===== config.mk =====
export PLATFORM = sky130hd
export DESIGN_NAME = instr_fetch_flat
export DESIGN_NICKNAME = d
export VERILOG_FILES = /design/src/rtl/instr_fetch_if.sv /design/src/rtl/instr_fetch.sv /design/src/flat_wrapper.sv
export SDC_FILE = /design/constraint.sdc
export NUM_CORES = 1
export LEC_CHECK = 0
export BUFFER_PORTS_ARGS = -buffer_cell sky130_fd_sc_hd__clkbuf_2
export CAP_MARGIN = 20
export CELL_PAD_IN_SITES_DETAIL_PLACEMENT = 0
export CELL_PAD_IN_SITES_GLOBAL_PLACEMENT = 1
export CORE_MARGIN = 1
export CORE_UTILIZATION = 38
export CTS_BUF_LIST = sky130_fd_sc_hd__clkbuf_2
export DETAILED_ROUTE_END_ITERATION = 6
export GPL_TIMING_DRIVEN = 0
export HOLD_SLACK_MARGIN = 0.06
export PLACE_DENSITY_LB_ADDON = 0.1
export SLEW_MARGIN = 20
export SYNTH_ARGS = -nofsm -noshare
export SYNTH_HDL_FRONTEND = slang
export SYNTH_SLANG_ARGS = --single-unit

===== constraint.sdc =====
create_clock -name Clk -period 3.2 [get_ports Clk]
set_clock_uncertainty 0.15 [all_clocks]
set_input_delay 0.16 -clock Clk [delete_from_list [all_inputs] [get_ports Clk]]
set_output_delay 0.16 -clock Clk [all_outputs]
set_load 0.02 [all_outputs]

===== src/rtl/instr_fetch_if.sv =====
// rtl/instr_fetch_if.sv - instruction memory read bus between fetch unit and memory
interface instr_fetch_if;
  logic [31:0] MemAddr;
  logic        MemRead;
  logic [31:0] MemRData;
  logic        MemReady;

  modport master (output MemAddr, output MemRead, input MemRData, input MemReady);
  modport slave  (input MemAddr, input MemRead, output MemRData, output MemReady);
endinterface


===== src/rtl/instr_fetch.sv =====
// rtl/instr_fetch.sv - instruction fetch FSM with wait-state timeout, flush and IR field decode
module instr_fetch #(
  parameter int          TIMEOUT_CYCLES = 15,
  parameter logic [31:0] NOP_INSTR      = 32'h0000_0000
) (
  input  logic         Clk,
  input  logic         Reset,
  input  logic         IRWrite,
  input  logic         Flush,
  input  logic [31:0]  PC,
  instr_fetch_if.master mem,
  output logic [5:0]   Op,
  output logic [4:0]   Rs,
  output logic [4:0]   Rt,
  output logic [4:0]   Rd,
  output logic [4:0]   Shamt,
  output logic [5:0]   Funct,
  output logic [15:0]  Imm16,
  output logic [25:0]  Target26,
  output logic         InstrValid,
  output logic         Stall,
  output logic         BusError
);

  localparam int CW = $clog2(TIMEOUT_CYCLES + 1);
  localparam logic [CW-1:0] CNT_LAST = CW'(TIMEOUT_CYCLES - 1);

  localparam logic [2:0] IDLE = 3'd0;
  localparam logic [2:0] REQ  = 3'd1;
  localparam logic [2:0] WAIT = 3'd2;
  localparam logic [2:0] DONE = 3'd3;
  localparam logic [2:0] ERR  = 3'd4;

  logic [2:0]    state;
  logic [31:0]   ir;
  logic [31:0]   mem_addr;
  logic [CW-1:0] cnt;
  logic          bus_error;

  // Flush is tested before MemReady so an aborted fetch never writes IR.
  always_ff @(posedge Clk or negedge Reset) begin
    if (!Reset) begin
      state     <= IDLE;
      ir        <= NOP_INSTR;
      mem_addr  <= 32'h0;
      cnt       <= '0;
      bus_error <= 1'b0;
    end else begin
      case (state)
        IDLE: begin
          if (IRWrite && !Flush) begin
            state    <= REQ;
            mem_addr <= PC;
          end
        end
        REQ: begin
          cnt <= '0;
          if (Flush) begin
            state <= IDLE;
          end else if (mem.MemReady) begin
            ir    <= mem.MemRData;
            state <= DONE;
          end else begin
            state <= WAIT;
          end
        end
        WAIT: begin
          if (Flush) begin
            state <= IDLE;
            cnt   <= '0;
          end else if (mem.MemReady) begin
            ir    <= mem.MemRData;
            state <= DONE;
            cnt   <= '0;
          end else if (cnt == CNT_LAST) begin
            ir        <= NOP_INSTR;
            bus_error <= 1'b1;
            state     <= ERR;
            cnt       <= '0;
          end else begin
            cnt <= cnt + CW'(1);
          end
        end
        DONE:    state <= IDLE;
        ERR:     state <= IDLE;
        default: state <= IDLE;
      endcase
    end
  end

  assign mem.MemAddr = mem_addr;
  assign mem.MemRead = (state == REQ) || (state == WAIT);
  assign Stall       = (state == REQ) || (state == WAIT);
  assign InstrValid  = (state == DONE) || (state == ERR);
  assign BusError    = bus_error;

  assign Op       = ir[31:26];
  assign Rs       = ir[25:21];
  assign Rt       = ir[20:16];
  assign Rd       = ir[15:11];
  assign Shamt    = ir[10:6];
  assign Funct    = ir[5:0];
  assign Imm16    = ir[15:0];
  assign Target26 = ir[25:0];

endmodule


===== src/flat_wrapper.sv =====
// flat-port wrapper written by rule: the top's interface ports become plain ports
module instr_fetch_flat 
#(
  parameter int          TIMEOUT_CYCLES = 15,
  parameter logic [31:0] NOP_INSTR      = 32'h0000_0000
)
  (Clk, Reset, IRWrite, Flush, PC, Op, Rs, Rt, Rd, Shamt, Funct, Imm16, Target26, InstrValid, Stall, BusError, mem_MemAddr, mem_MemRead, mem_MemRData, mem_MemReady);
  instr_fetch_if mem_i ();
  input  logic Clk;
  input  logic Reset;
  input  logic IRWrite;
  input  logic Flush;
  input  logic [31:0] PC;
  output logic [5:0] Op;
  output logic [4:0] Rs;
  output logic [4:0] Rt;
  output logic [4:0] Rd;
  output logic [4:0] Shamt;
  output logic [5:0] Funct;
  output logic [15:0] Imm16;
  output logic [25:0] Target26;
  output logic InstrValid;
  output logic Stall;
  output logic BusError;
  output wire logic [$bits(mem_i.MemAddr)-1:0] mem_MemAddr;
  output wire logic [$bits(mem_i.MemRead)-1:0] mem_MemRead;
  input wire logic [$bits(mem_i.MemRData)-1:0] mem_MemRData;
  input wire logic [$bits(mem_i.MemReady)-1:0] mem_MemReady;
  assign mem_MemAddr = mem_i.MemAddr;
  assign mem_MemRead = mem_i.MemRead;
  assign mem_i.MemRData = mem_MemRData;
  assign mem_i.MemReady = mem_MemReady;
  instr_fetch #(.TIMEOUT_CYCLES(TIMEOUT_CYCLES), .NOP_INSTR(NOP_INSTR)) u_core (.Clk(Clk), .Reset(Reset), .IRWrite(IRWrite), .Flush(Flush), .PC(PC), .mem(mem_i), .Op(Op), .Rs(Rs), .Rt(Rt), .Rd(Rd), .Shamt(Shamt), .Funct(Funct), .Imm16(Imm16), .Target26(Target26), .InstrValid(InstrValid), .Stall(Stall), .BusError(BusError));
endmodule

==> results.json, run 1 <==
{
  "avgSynthCellArea_um2": 12.9,
  "seq_power_share": 0.391,
  "p_per_area_nw_per_um2": 581,
  "synth-compound-area-share": 0.191,
  "post_drt_wl_per_cell_um": 14.3,
  "antenna_cells": 0,
  "switching_power_mw": 1.18,
  "drive_gt1_frac": 0.568,
  "nets": 609,
  "fin_tns_setup_ps": 0,
  "portBuffers": 178,
  "dpl.cell_count": 560,
  "worst-endpoint-arrival_ps": 1970,
  "synthCells": 273,
  "path_class": "register to primary output",
  "cp-end-kind": "primary output",
  "path_buf_inv": 5,
  "routed.top_layer": "met4",
  "swShare": 0.372,
  "critical-path-slowest-cell": "dfrtp_1",
  "violations": "DRC",
  "synth-edff-count": 0,
  "ant_nets": 0,
  "internal_power_mw": 1.99,
  "place_area_um2": 4570,
  "status": "finished with violations",
  "cts_sinks": 72,
  "wl_met3_um": 432,
  "ios": 179,
  "insertion_delay_ps": 490,
  "leakage_nw": 2.58,
  "clk_pin_slew_ps": 210,
  "pwr-share-clk": 0.182,
  "combPwrFrac": 0.427,
  "maxCapViolations": 0,
  "final_design_area_no_fill_um2": 5460,
  "fin_crit_ps": 2280,
  "track_usage": 0.201,
  "vias": 3105,
  "dpl.hpwl_um": 6310,
  "finalHoldViolations": 0,
  "crit_fanout": 10,
  "cpMostUsedCell": "buf_4",
  "synth_top_family_by_area": "compound AO/OA/AOI/OAI gates",
  "dieWidth_um": 98.2,
  "syn_to_final_growth_pct": 55.4,
  "slew_violations": 0,
  "synth.area.mux_share": 0.105,
  "ys_ff_latch": 72,
  "viasPerCell": 4.78,
  "slew_headroom": 0.693,
  "whs_ps": 245,
  "coreArea_um2": 8850,
  "grt_max_degree": 48,
  "path_cells": "buf_4 -> xnor2_2 -> buf_4 -> buf_6 -> nor2_1 -> buf_4 -> clkbuf_2",
  "synth_cell_type_count": 29,
  "dr.first_iter.drc_count": 104,
  "drt_pass1_iterations": 7,
  "critical-path-top-delay-family": "buffers and inverters",
  "cts_tree": "done",
  "rsz0062_at_grt": "no",
  "async_flop_share": 1.00,
  "synth-xor-area-share": 0.00463,
  "drc_errors": 14,
  "root_buffer": "clkbuf_2",
  "clockBufferDepth": 2,
  "cts_made_buffers": 9,
  "instances_no_fill": 650,
  "die_y_um": 98.2,
  "rows": 34,
  "antenna_found_initial": 0,
  "synth.cell_area_um2": 3510,
  "tightest_slew_ps": 454,
  "slowest_delay_ps": 400,
  "synth-main-ff-cell": "dfrtp_1",
  "dieArea_um2": 9630,
  "post-route-period-util": 0.713,
  "m1WireLength_um": 3850,
  "ys_seq_area_frac": 0.513,
  "worst_setup_path_start_kind": "register",
  "setup_viol": 0,
  "met2_length_um": 4860,
  "initial_core_util": 0.397,
  "grt_pass1_vias": 3109,
  "htree_levels": 3,
  "yosysWarnings": 0,
  "synth_fa_ha_area_frac": 0.00712,
  "synth_nets": 344,
  "dp_slack_ps": 1340,
  "cts_resized": 0,
  "min-delay-path-class": "input port to register",
  "wl_um": 9290,
  "vdd_drop_max_uv": 226,
  "yosys.area_share.simple": 0.0345,
  "required_ps": 2890,
  "gr-total-overflow": 0,
  "grt_pass1_wl_um": 15300,
  "fmax_mhz": 438,
  "gp_congestion": 0.715,
  "final.setup.worst_slack_ps": 919
}
==> state kept, by name (all words and copies together), names as in the netlist <==
signal,count
u_core.BusError,1
u_core.cnt,4
u_core.ir,32
u_core.mem.MemAddr,32
u_core.state,3
==> area by class of cell <==
type | instances | area [µm²]
well taps | 108 | 135
inverters | 2 | 7.51
repair buffers | 254 | 1680
clock inverters | 6 | 85.1
flip-flops and latches | 72 | 1800
clock buffers | 9 | 45.0
fillers | 785 | 3390
plain buffers | 63 | 499
multi-input cells | 136 | 1200
==> power groups by stage <==
stage | clock [mW] | combinational, mW | sequential (mW)
6_report | 0.579 | 1.35 | 1.24
5_1_grt | 0.640 | 1.44 | 1.27
4_1_cts | 0.595 | 1.36 | 1.24
3_5_place_dp | 0 | 1.27 | 1.26
3_3_place_gp | 0 | 1.26 | 1.25
2_1_floorplan | 0 | 0.637 | 1.46
==> through the flow <==
step | power [mW] | util
after floorplan | 2.10 | -
after global placement | 2.50 | 0.513
after detailed placement | 2.53 | 0.516
after CTS | 3.20 | 0.617
after global routing | 3.35 | 0.617
final | 3.17 | 0.617
==> layer usage <==
layer  vias up  global-route usage
li1       1490                   -
met1      1497               0.241
met2       105               0.359
met3        13              0.0351
met4         0              0.0804
met5         -                   0
==> worst register-to-register path, cell delays in order, from the launching register on <==
cell and delay, ps:
dfrtp_1 400, buf_4 160, mux2i_1 120, dlygate4sd3_1 560, o21a_1 160, dlygate4sd3_1 550, nor2_1 80
==> synthesized netlist by cell type (2+ instances only) <==
master,count,area (µm²)
a221o_2,16,180
inv_1,2,7.51
o21ai_0,8,40.0
a21oi_1,2,10.0
buf_6,11,124
dfrtp_1,72,1800
buf_4,46,345
nor2_1,5,18.8
ha_1,2,25.0
nand2_1,3,11.3
buf_2,6,30.0
a221o_1,16,160
nand3_1,5,25.0
o21a_1,33,248
mux2_2,32,360
==> cell usage in the layout, fill, tap and decap left out, types with 2 or more instances in the layout <==
cell	count
clkbuf_2	186
dlygate4sd3_1	74
dfrtp_1	72
buf_4	46
o21a_1	33
mux2_2	32
a221o_1	16
a221o_2	16
buf_6	11
o21ai_0	8
buf_2	6
nor2_1	5
nand3_1	5
nand2_1	3
inv_1	2
a21oi_1	2
ha_1	2
clkinvlp_4	2
bufinv_16	2
clkinv_2	2
==> cells by family (layout without fill, tap and decap cells) <==
family	after synthesis	count (layout)
mux	33	33
xor+xnor	1	1
buf+inv	65	334
simple gates	21	21
compound gates	79	79
flops	72	72
fa+ha+maj	2	2
==> what timing repair did <==
item | in CTS | in global routing
setup endpoints to repair | 0 | 0
buffers inserted | 0 | 0
hold buffers | 75 | 0
hold endpoints to repair | 144 | 0
==> worst paths after layout <==
kind                                 startpoint                endpoint  slack (ps)  cells past startpoint
worst max-delay path            u_core.state[1]             mem_MemRead         920                      7
worst min-delay path                     PC[21]  u_core.mem.MemAddr[21]         240                      3
worst max register to register  u_core.state[1]         u_core.state[0]         990                      6
worst min register to register  u_core.BusError         u_core.BusError         370                      1
max in group asynchronous                 Reset  u_core.mem.MemAddr[13]        2050                      4
min in group asynchronous                 Reset           u_core.ir[14]         600                      4
Power figures use the tool's default switching activity.
==> run 2, diff against run 1 <==
--- a/config.mk
+++ b/config.mk
@@ -10,7 +10,7 @@
 export CELL_PAD_IN_SITES_DETAIL_PLACEMENT = 0
 export CELL_PAD_IN_SITES_GLOBAL_PLACEMENT = 1
 export CORE_MARGIN = 1
-export CORE_UTILIZATION = 38
+export CORE_UTILIZATION = 32
 export CTS_BUF_LIST = sky130_fd_sc_hd__clkbuf_2
 export DETAILED_ROUTE_END_ITERATION = 6
 export GPL_TIMING_DRIVEN = 0
==> constraint.sdc (replaced) <==
create_clock -name Clk -period 2.05 [get_ports Clk]
set_clock_uncertainty 0.15 [all_clocks]
set_input_delay 0.1025 -clock Clk [delete_from_list [all_inputs] [get_ports Clk]]
set_output_delay 0.1025 -clock Clk [all_outputs]
set_load 0.02 [all_outputs]
==> run 2 against run 1 <==
  * The run now ends clean
  * Die area increased by 18%
  * Setup slack got worse by 790 ps
  * Hold slack got worse by 57 ps
  * Critical path depth decreased by 1
  * Power increased by 53%
==> results.json, run 2 (same netlist as run 1, synthesis figures left out) <==
{
  "rows": 37,
  "antenna_cells": 0,
  "dpl.hpwl_um": 6610,
  "post_drt_wl_per_cell_um": 14.2,
  "insertion_delay_ps": 490,
  "dp_slack_ps": 156,
  "min-delay-path-class": "input port to register",
  "path_class": "register to primary output",
  "ant_nets": 0,
  "viasPerCell": 4.63,
  "dieWidth_um": 107,
  "slew_headroom": 0.761,
  "cts_sinks": 72,
  "cts_tree": "done",
  "die_y_um": 107,
  "track_usage": 0.171,
  "finalHoldViolations": 0,
  "wl_um": 9630,
  "grt_max_degree": 47,
  "place_area_um2": 4600,
  "path_cells": "buf_6 -> xnor2_4 -> buf_6 -> nor2_4 -> buf_4 -> clkbuf_4",
  "fmax_mhz": 520,
  "p_per_area_nw_per_um2": 885,
  "portBuffers": 178,
  "gp_congestion": 0.691,
  "nets": 608,
  "initial_core_util": 0.336,
  "final_design_area_no_fill_um2": 5500,
  "drc_errors": 0,
  "final_common_cell": "clkbuf_2",
  "vdd_drop_max_uv": 341,
  "ios": 179,
  "grt_pass1_wl_um": 15200,
  "required_ps": 1800,
  "leakage_nw": 2.57,
  "syn_to_final_growth_pct": 56.5,
  "drive_gt1_frac": 0.580,
  "gr-total-overflow": 0,
  "vias": 3135,
  "maxCapViolations": 0,
  "worst_setup_path_start_kind": "register",
  "worst-endpoint-arrival_ps": 1670,
  "post-route-period-util": 0.939,
  "antenna_found_initial": 0,
  "setup_viol": 0,
  "crit_fanout": 8,
  "dr.first_iter.drc_count": 105,
  "htree_levels": 3,
  "critical-path-slowest-cell": "dfrtp_1",
  "root_buffer": "clkbuf_2",
  "cpMostUsedCell": "buf_6",
  "drt_pass1_iterations": 4,
  "fin_crit_ps": 1920,
  "critical-path-top-delay-family": "buffers and inverters",
  "cts_made_buffers": 9,
  "coreArea_um2": 10500,
  "whs_ps": 187,
  "utilization": 0.525,
  "dieArea_um2": 11400,
  "n_fill_cell": 996,
  "rsz0062_at_grt": "no",
  "clk_pin_slew_ps": 230,
  "slew_violations": 0,
  "cp-end-kind": "primary output",
  "path_buf_inv": 4,
  "clockBufferDepth": 2,
  "status": "completed",
  "final.setup.worst_slack_ps": 126,
  "tightest_slew_ps": 358,
  "grt_pass1_vias": 3024,
  "slowest_delay_ps": 420,
  "layout_common_cells": "clkbuf_2, dfrtp_1, dlygate4sd3_1"
}
-- run 2: per-layer routing --
metal	part of all wire	wire length, µm	global-route usage	vias up
li1	-	-	-	1495
met4	0.011	107	0.0616	0
met5	0	0	0	-
met1	0.44	4200	0.212	1537
met2	0.51	4920	0.300	94
met3	0.042	401	0.0255	9
-- run 2: power breakdown --
| part | switching, mW | internal [mW] | total, mW |
|---|---|---|---|
| logic | 1.10 | 1.02 | 2.12 |
| clock network | 0.528 | 0.279 | 0.807 |
| registers | 0.232 | 1.70 | 1.94 |
| total | 1.86 | 3.00 | 4.87 |
-- run 2: final timing paths --
kind | to | startpoint | slack [ps] | cells after the start
setup / recovery | mem_MemRead | u_core.state[0] | 130 | 6
hold / removal | u_core.ir[15] | mem_MemRData[15] | 190 | 3
setup reg to reg | u_core.BusError | u_core.state[2] | 160 | 5
hold reg to reg | u_core.BusError | u_core.BusError | 360 | 1
max in group asynchronous | u_core.mem.MemAddr[31] | Reset | 1000 | 4
min in group asynchronous | u_core.ir[23] | Reset | 480 | 4
-- run 2: worst reg2reg max path: cells and delay by family (launching register included) --
family | cells | cell delay [ps]
buf+inv | 2 | 730
compound gates | 1 | 120
flops | 1 | 420
simple gates | 2 | 420
-- run 2: repair_timing --
item | CTS | global route
setup buffers | 2 | 2
endpoints found under the hold margin | 144 | 0
hold buffers | 71 | 0
pin swaps | 1 | 0
cloned | 0 | 0
resized for setup | 7 | 2
endpoints found under the setup margin | 2 | 29
-- run 2: per-stage QoR --
step	TNS [ps]	instances	total power [mW]
6_report	0	677	4.87
2_1_floorplan	0	273	3.27
3_5_place_dp	0	588	3.96
4_1_cts	0	675	4.91
5_1_grt	0	677	5.17
3_3_place_gp	-1000	587	3.92
-- run 2: final cells by class --
type	instances	area [µm²]	share of cell area
clock buffers	10	50.0	0.00910
multi-input cells	136	1240	0.225
flip-flops and latches	72	1800	0.328
inverters	2	7.51	0.00137
plain buffers	62	499	0.0908
clock inverters	5	58.8	0.0107
well taps	136	170	0.0310
repair buffers	254	1670	0.305
